### src/rtl/pack_sched_pkg.sv
// Shared types and helpers for the round-robin bit-packing scheduler.
package pack_sched_pkg;

    typedef enum logic [1:0] {
        IDLE = 2'd0,
        PACK = 2'd1,
        HOLD = 2'd2
    } state_t;

    // Index width that stays legal even for a single requester
    function automatic int clog2_min1(input int n);
        return (n < 2) ? 1 : $clog2(n);
    endfunction

endpackage

### src/rtl/pack_rr_sched_rr_pick.sv
// Combinational round-robin selector: first asserted request after last.
module rr_pick
    import pack_sched_pkg::*;
#(
    parameter int NREQ = 3,
    parameter int ID_W = clog2_min1(NREQ)
) (
    input  logic [NREQ-1:0] req,
    input  logic [ID_W-1:0] last,
    output logic            any,
    output logic [ID_W-1:0] idx
);

    // Scan farthest-first so the nearest lane after last is kept
    always_comb begin
        any = 1'b0;
        idx = '0;
        for (int k = NREQ; k >= 1; k--) begin
            for (int j = 0; j < NREQ; j++) begin
                if (req[j] && (j == (int'(last) + k) % NREQ)) begin
                    any = 1'b1;
                    idx = ID_W'(j);
                end
            end
        end
    end

endmodule

### src/rtl/pack_rr_sched.sv
// Round-robin scheduler packing WIDTH serial bits from one of NREQ
// requesters into a word presented on a valid/ready port.
module pack_rr_sched
    import pack_sched_pkg::*;
#(
    parameter int NREQ  = 3,
    parameter int WIDTH = 3,
    localparam int ID_W  = clog2_min1(NREQ),
    localparam int CNT_W = $clog2(WIDTH + 1)
) (
    input  logic             clk,
    input  logic             rst,
    input  logic [NREQ-1:0]  req_valid,
    input  logic [NREQ-1:0]  req_bit,
    output logic [NREQ-1:0]  req_ready,
    output logic             out_valid,
    input  logic             out_ready,
    output logic [WIDTH-1:0] out_data,
    output logic [ID_W-1:0]  out_id,
    output logic             busy
);

    localparam logic [CNT_W-1:0] LAST = CNT_W'(WIDTH - 1);

    state_t           state;
    state_t           state_nx;
    logic [ID_W-1:0]  grant;
    logic [ID_W-1:0]  last_grant;
    logic [ID_W-1:0]  pick_idx;
    logic [CNT_W-1:0] cnt;
    logic [NREQ-1:0]  grant_oh;
    logic             pick_any;
    logic             accept;
    logic             in_bit;

    rr_pick #(
        .NREQ (NREQ),
        .ID_W (ID_W)
    ) u_pick (
        .req  (req_valid),
        .last (last_grant),
        .any  (pick_any),
        .idx  (pick_idx)
    );

    always_comb begin
        grant_oh = '0;
        for (int i = 0; i < NREQ; i++) begin
            grant_oh[i] = (grant == ID_W'(i));
        end
    end

    // req_ready is one-hot in PACK, so these only see the granted lane
    assign accept = |(req_valid & req_ready);
    assign in_bit = |(req_bit & req_ready);
    assign out_id = grant;

    always_ff @(posedge clk or posedge rst) begin
        if (rst) begin
            state <= IDLE;
        end else begin
            state <= state_nx;
        end
    end

    always_comb begin
        state_nx = IDLE;
        case (state)
            IDLE:    state_nx = pick_any ? PACK : IDLE;
            PACK:    state_nx = (accept && cnt == LAST) ? HOLD : PACK;
            HOLD:    state_nx = out_ready ? IDLE : HOLD;
            default: state_nx = IDLE;
        endcase
    end

    always_comb begin
        req_ready = (state == PACK) ? grant_oh : '0;
        busy      = (state == PACK) || (state == HOLD);
    end

    always_ff @(posedge clk or posedge rst) begin
        if (rst) begin
            grant      <= '0;
            last_grant <= ID_W'(NREQ - 1);
            cnt        <= '0;
            out_data   <= '0;
            out_valid  <= 1'b0;
        end else begin
            case (state)
                IDLE: begin
                    if (pick_any) begin
                        grant    <= pick_idx;
                        cnt      <= '0;
                        out_data <= '0;
                    end
                end
                PACK: begin
                    if (accept) begin
                        for (int i = 0; i < WIDTH; i++) begin
                            if (cnt == CNT_W'(i)) begin
                                out_data[i] <= in_bit;
                            end
                        end
                        cnt <= cnt + 1'b1;
                        if (cnt == LAST) begin
                            out_valid <= 1'b1;
                        end
                    end
                end
                HOLD: begin
                    if (out_ready) begin
                        out_valid  <= 1'b0;
                        last_grant <= grant;
                    end
                end
                default: ;
            endcase
        end
    end

endmodule

### config.mk
export PLATFORM = sky130hd
export DESIGN_NAME = pack_rr_sched
export DESIGN_NICKNAME = d
export VERILOG_FILES = /design/src/rtl/pack_sched_pkg.sv /design/src/rtl/pack_rr_sched_rr_pick.sv /design/src/rtl/pack_rr_sched.sv
export SDC_FILE = /design/constraint.sdc
export NUM_CORES = 1
export LEC_CHECK = 0
export CORE_MARGIN = 10
export CORE_UTILIZATION = 50
export DETAILED_ROUTE_END_ITERATION = 12
export MAX_ROUTING_LAYER = met4
export PLACE_DENSITY = 0.79
export SYNTH_ARGS = -nofsm -noshare
export SYNTH_HDL_FRONTEND = slang
export SYNTH_SLANG_ARGS = --single-unit
export TNS_END_PERCENT = 50
### constraint.sdc
create_clock -name clk -period 3.1 [get_ports clk]
set_input_delay 0.31 -clock clk [delete_from_list [all_inputs] [get_ports clk]]
set_output_delay 0.31 -clock clk [all_outputs]
set_load 0.02 [all_outputs]
==> run metrics <==
status=finished clean; clk_lat worst skew=0.27 ns; largest net degree at the start of global routing=18; crit path to=req_ready[0]; share of layout cells above drive strength 1=0.0811; CP Cell Sequence=inv_1 -> ha_1 -> nor3b_1 -> clkdlybuf4s50_1; clk buf depth=2; RSZ-0062 raised after global routing=no; CP max FO=17; nets=130; crit path from=state[1]; H-tree levels=1; # clock sinks=12; Rows=14; P_sw=0.000472 W; worst vdd ir=537 µV; Post-synth top cells=nand2_1, dfrtp_1, ha_1, inv_1, a21oi_1; Final min period=2.49 ns; reg2reg path depth=7; Synth Flop Type=dfrtp_1; final WL=1870 µm; Critical Path End Type=output pin; All-Layer GR Usage=0.113; hold buffers post-CTS=0; Synth async-reset ratio=1.00; final-report max-slew violation count=0; Critical Path AT=2.18 ns; port buffer count=18; vias in the first global route=685; Fin. Hold Viols=0; Slew headroom=0.613; Setup Fix Bufs, Post-CTS=0; DRT iter0 DRCs=14; Ys Warns=0; Die Wd=61.5 µm; Post-Place Cells=123; clock slew at reported path FFs=0.07 ns; Die Span Y=61.5 µm; Mapped Nets=111; Clock Tree Root=clkbuf_4; synthesized area per cell=9.27 µm²; sequential-to-total area share from yosys stat=0.350; top-count cell post-synth=nand2_1; synth top area cells=dfrtp_1, ha_1, nand2_1; number of buffers created by CTS=3; Post-Route Skew=0.00354 ns; die area=0.00378 mm²; final period utilization=0.804; reg-to-reg endpoint=cnt[1]; first-pass GRT wire length=3000 µm; CP top delay family=buffers and inverters; Wirelength per Cell=14.7 µm; P_leak=0.472 nW; Synth area leader=dfrtp_1; DR vias/cell=5.54; synthesized flop and latch total=12; Highest Clock Rate=401 MHz; Yosys top cell area share=0.319; Switching Fraction=0.460; power share of the combinational group=0.620; Flop pwr share=0.282; critical path class=flop to output pin; ANT cells=0; EDFF count, synth=0; worst hold path type=primary input to async pin; grt total ovfl=0; Top Ports=19; post-synth design cell area=862 µm²; Buf/Inv on CP=2; clock share of power=0.098; Levels on crit path=4; Detailed Place HPWL=1440 µm; 1st-pass router iterations=4; Distinct cells, synth=36; initial antenna violation count=0; Least-Margin Pin Slew=0.581 ns; synthesized instance count=93; critical path data required time=2.79 ns; Internal=0.000554 W; final setup fails=0; DRC violation count after routing=0; reg2reg setup slack=1.25 ns; Resized Gates After CTS=0; RR Startpoint=last_grant[1]; Largest stage delay, worst path=0.64 ns; TNS Setup=0 ns; FILL cells=129; CTS tree=yes; Pwr per Cell Area=965 mW/mm²; max_cap viols=0; Crit-path slowest cell=clkdlybuf4s50_1; Area Overhead vs Synth=23.4%; core area=0.00158 mm²; fin cells=127; RePlAce Congestion=0.742; post-route antenna net violation count=0; initial core utilization=0.547; CP startpoint kind=flop; via count=704
## placed cells by master, fill, tap and decap left out, types with 2 or more instances in the layout
| cell | count |
|---|---|
| a21oi_1 | 6 |
| a21boi_0 | 2 |
| ha_1 | 9 |
| inv_1 | 7 |
| nand3b_1 | 2 |
| clkbuf_4 | 3 |
| nand2_1 | 12 |
| nor3b_1 | 2 |
| o211ai_1 | 2 |
| dfrtp_1 | 11 |
| o21ai_0 | 5 |
| nand2b_1 | 2 |
| nor2_1 | 3 |
| clkdlybuf4s50_1 | 18 |
| mux2_2 | 2 |
| nand4_1 | 3 |
| mux2i_1 | 3 |
## flip-flops by register name, summed over array words and instances (netlist names)
signal,cells
cnt,2
last_grant,2
out_data,3
out_id,2
out_valid,1
state,2
## worst min-delay path by stage
stage | from | end | slack, ns | cells after the start
after floorplan | rst | cnt[0] | 0.17 | 1
after global placement | out_data[1] | out_data[1] | 0.49 | 2
after detailed placement | out_data[1] | out_data[1] | 0.50 | 2
after CTS | rst | cnt[1] | 0.35 | 2
after global routing | rst | cnt[1] | 0.37 | 2
final | rst | cnt[1] | 0.34 | 2
## power groups by stage
| stage | combinational, W | sequential [W] | clock [W] |
|---|---|---|---|
| 3_3_place_gp | 0.000614 | 0.000286 | 0 |
| 5_1_grt | 0.000704 | 0.000302 | 0.000116 |
| 3_5_place_dp | 0.000633 | 0.000292 | 0 |
| 2_1_floorplan | 0.000447 | 0.000288 | 0 |
| 6_report | 0.000636 | 0.000289 | 0.000101 |
| 4_1_cts | 0.000637 | 0.000288 | 0.000106 |
## final cells by class
cell class / instances / area (µm²) / share of cell area
Sequential cell: 12 / 302 / 0.284
Inverter: 7 / 26.3 / 0.0247
Timing Repair Buffer: 18 / 180 / 0.169
Multi-Input combinational cell: 70 / 509 / 0.479
Clock buffer: 4 / 26.3 / 0.0247
Tap cell: 16 / 20.0 / 0.0188
## metal layers
metal  track usage  wire [µm]  vias up
li1              -          -      368
met1         0.130        891      312
met2         0.158        785       18
met3        0.0309        119        6
met4        0.0955         71        0
met5             -          0        -
## logic make-up after synthesis
logic type,share of synthesized area
AOI/OAI and AO/OA,0.206
muxes,0.0610
adders and majority gates,0.131
and+or+nand+nor,0.193
DFF,0.350
buffers and inverters,0.0595
## per-stage QoR
stage / area (µm²) / utilization / total power (W) / hold WS, ns / setup slack (ns)
floorplan: 862 / - / 0.000735 / 0.174 / 1.24
global route: 1060 / 0.675 / 0.00112 / 0.367 / 0.527
detailed placement: 1040 / 0.658 / 0.000925 / 0.497 / 0.929
finish: 1060 / 0.675 / 0.00103 / 0.336 / 0.607
CTS: 1060 / 0.675 / 0.00103 / 0.349 / 0.616
global placement: 1040 / 0.658 / 0.000900 / 0.493 / 0.988
(Power assumes the default switching activity.)
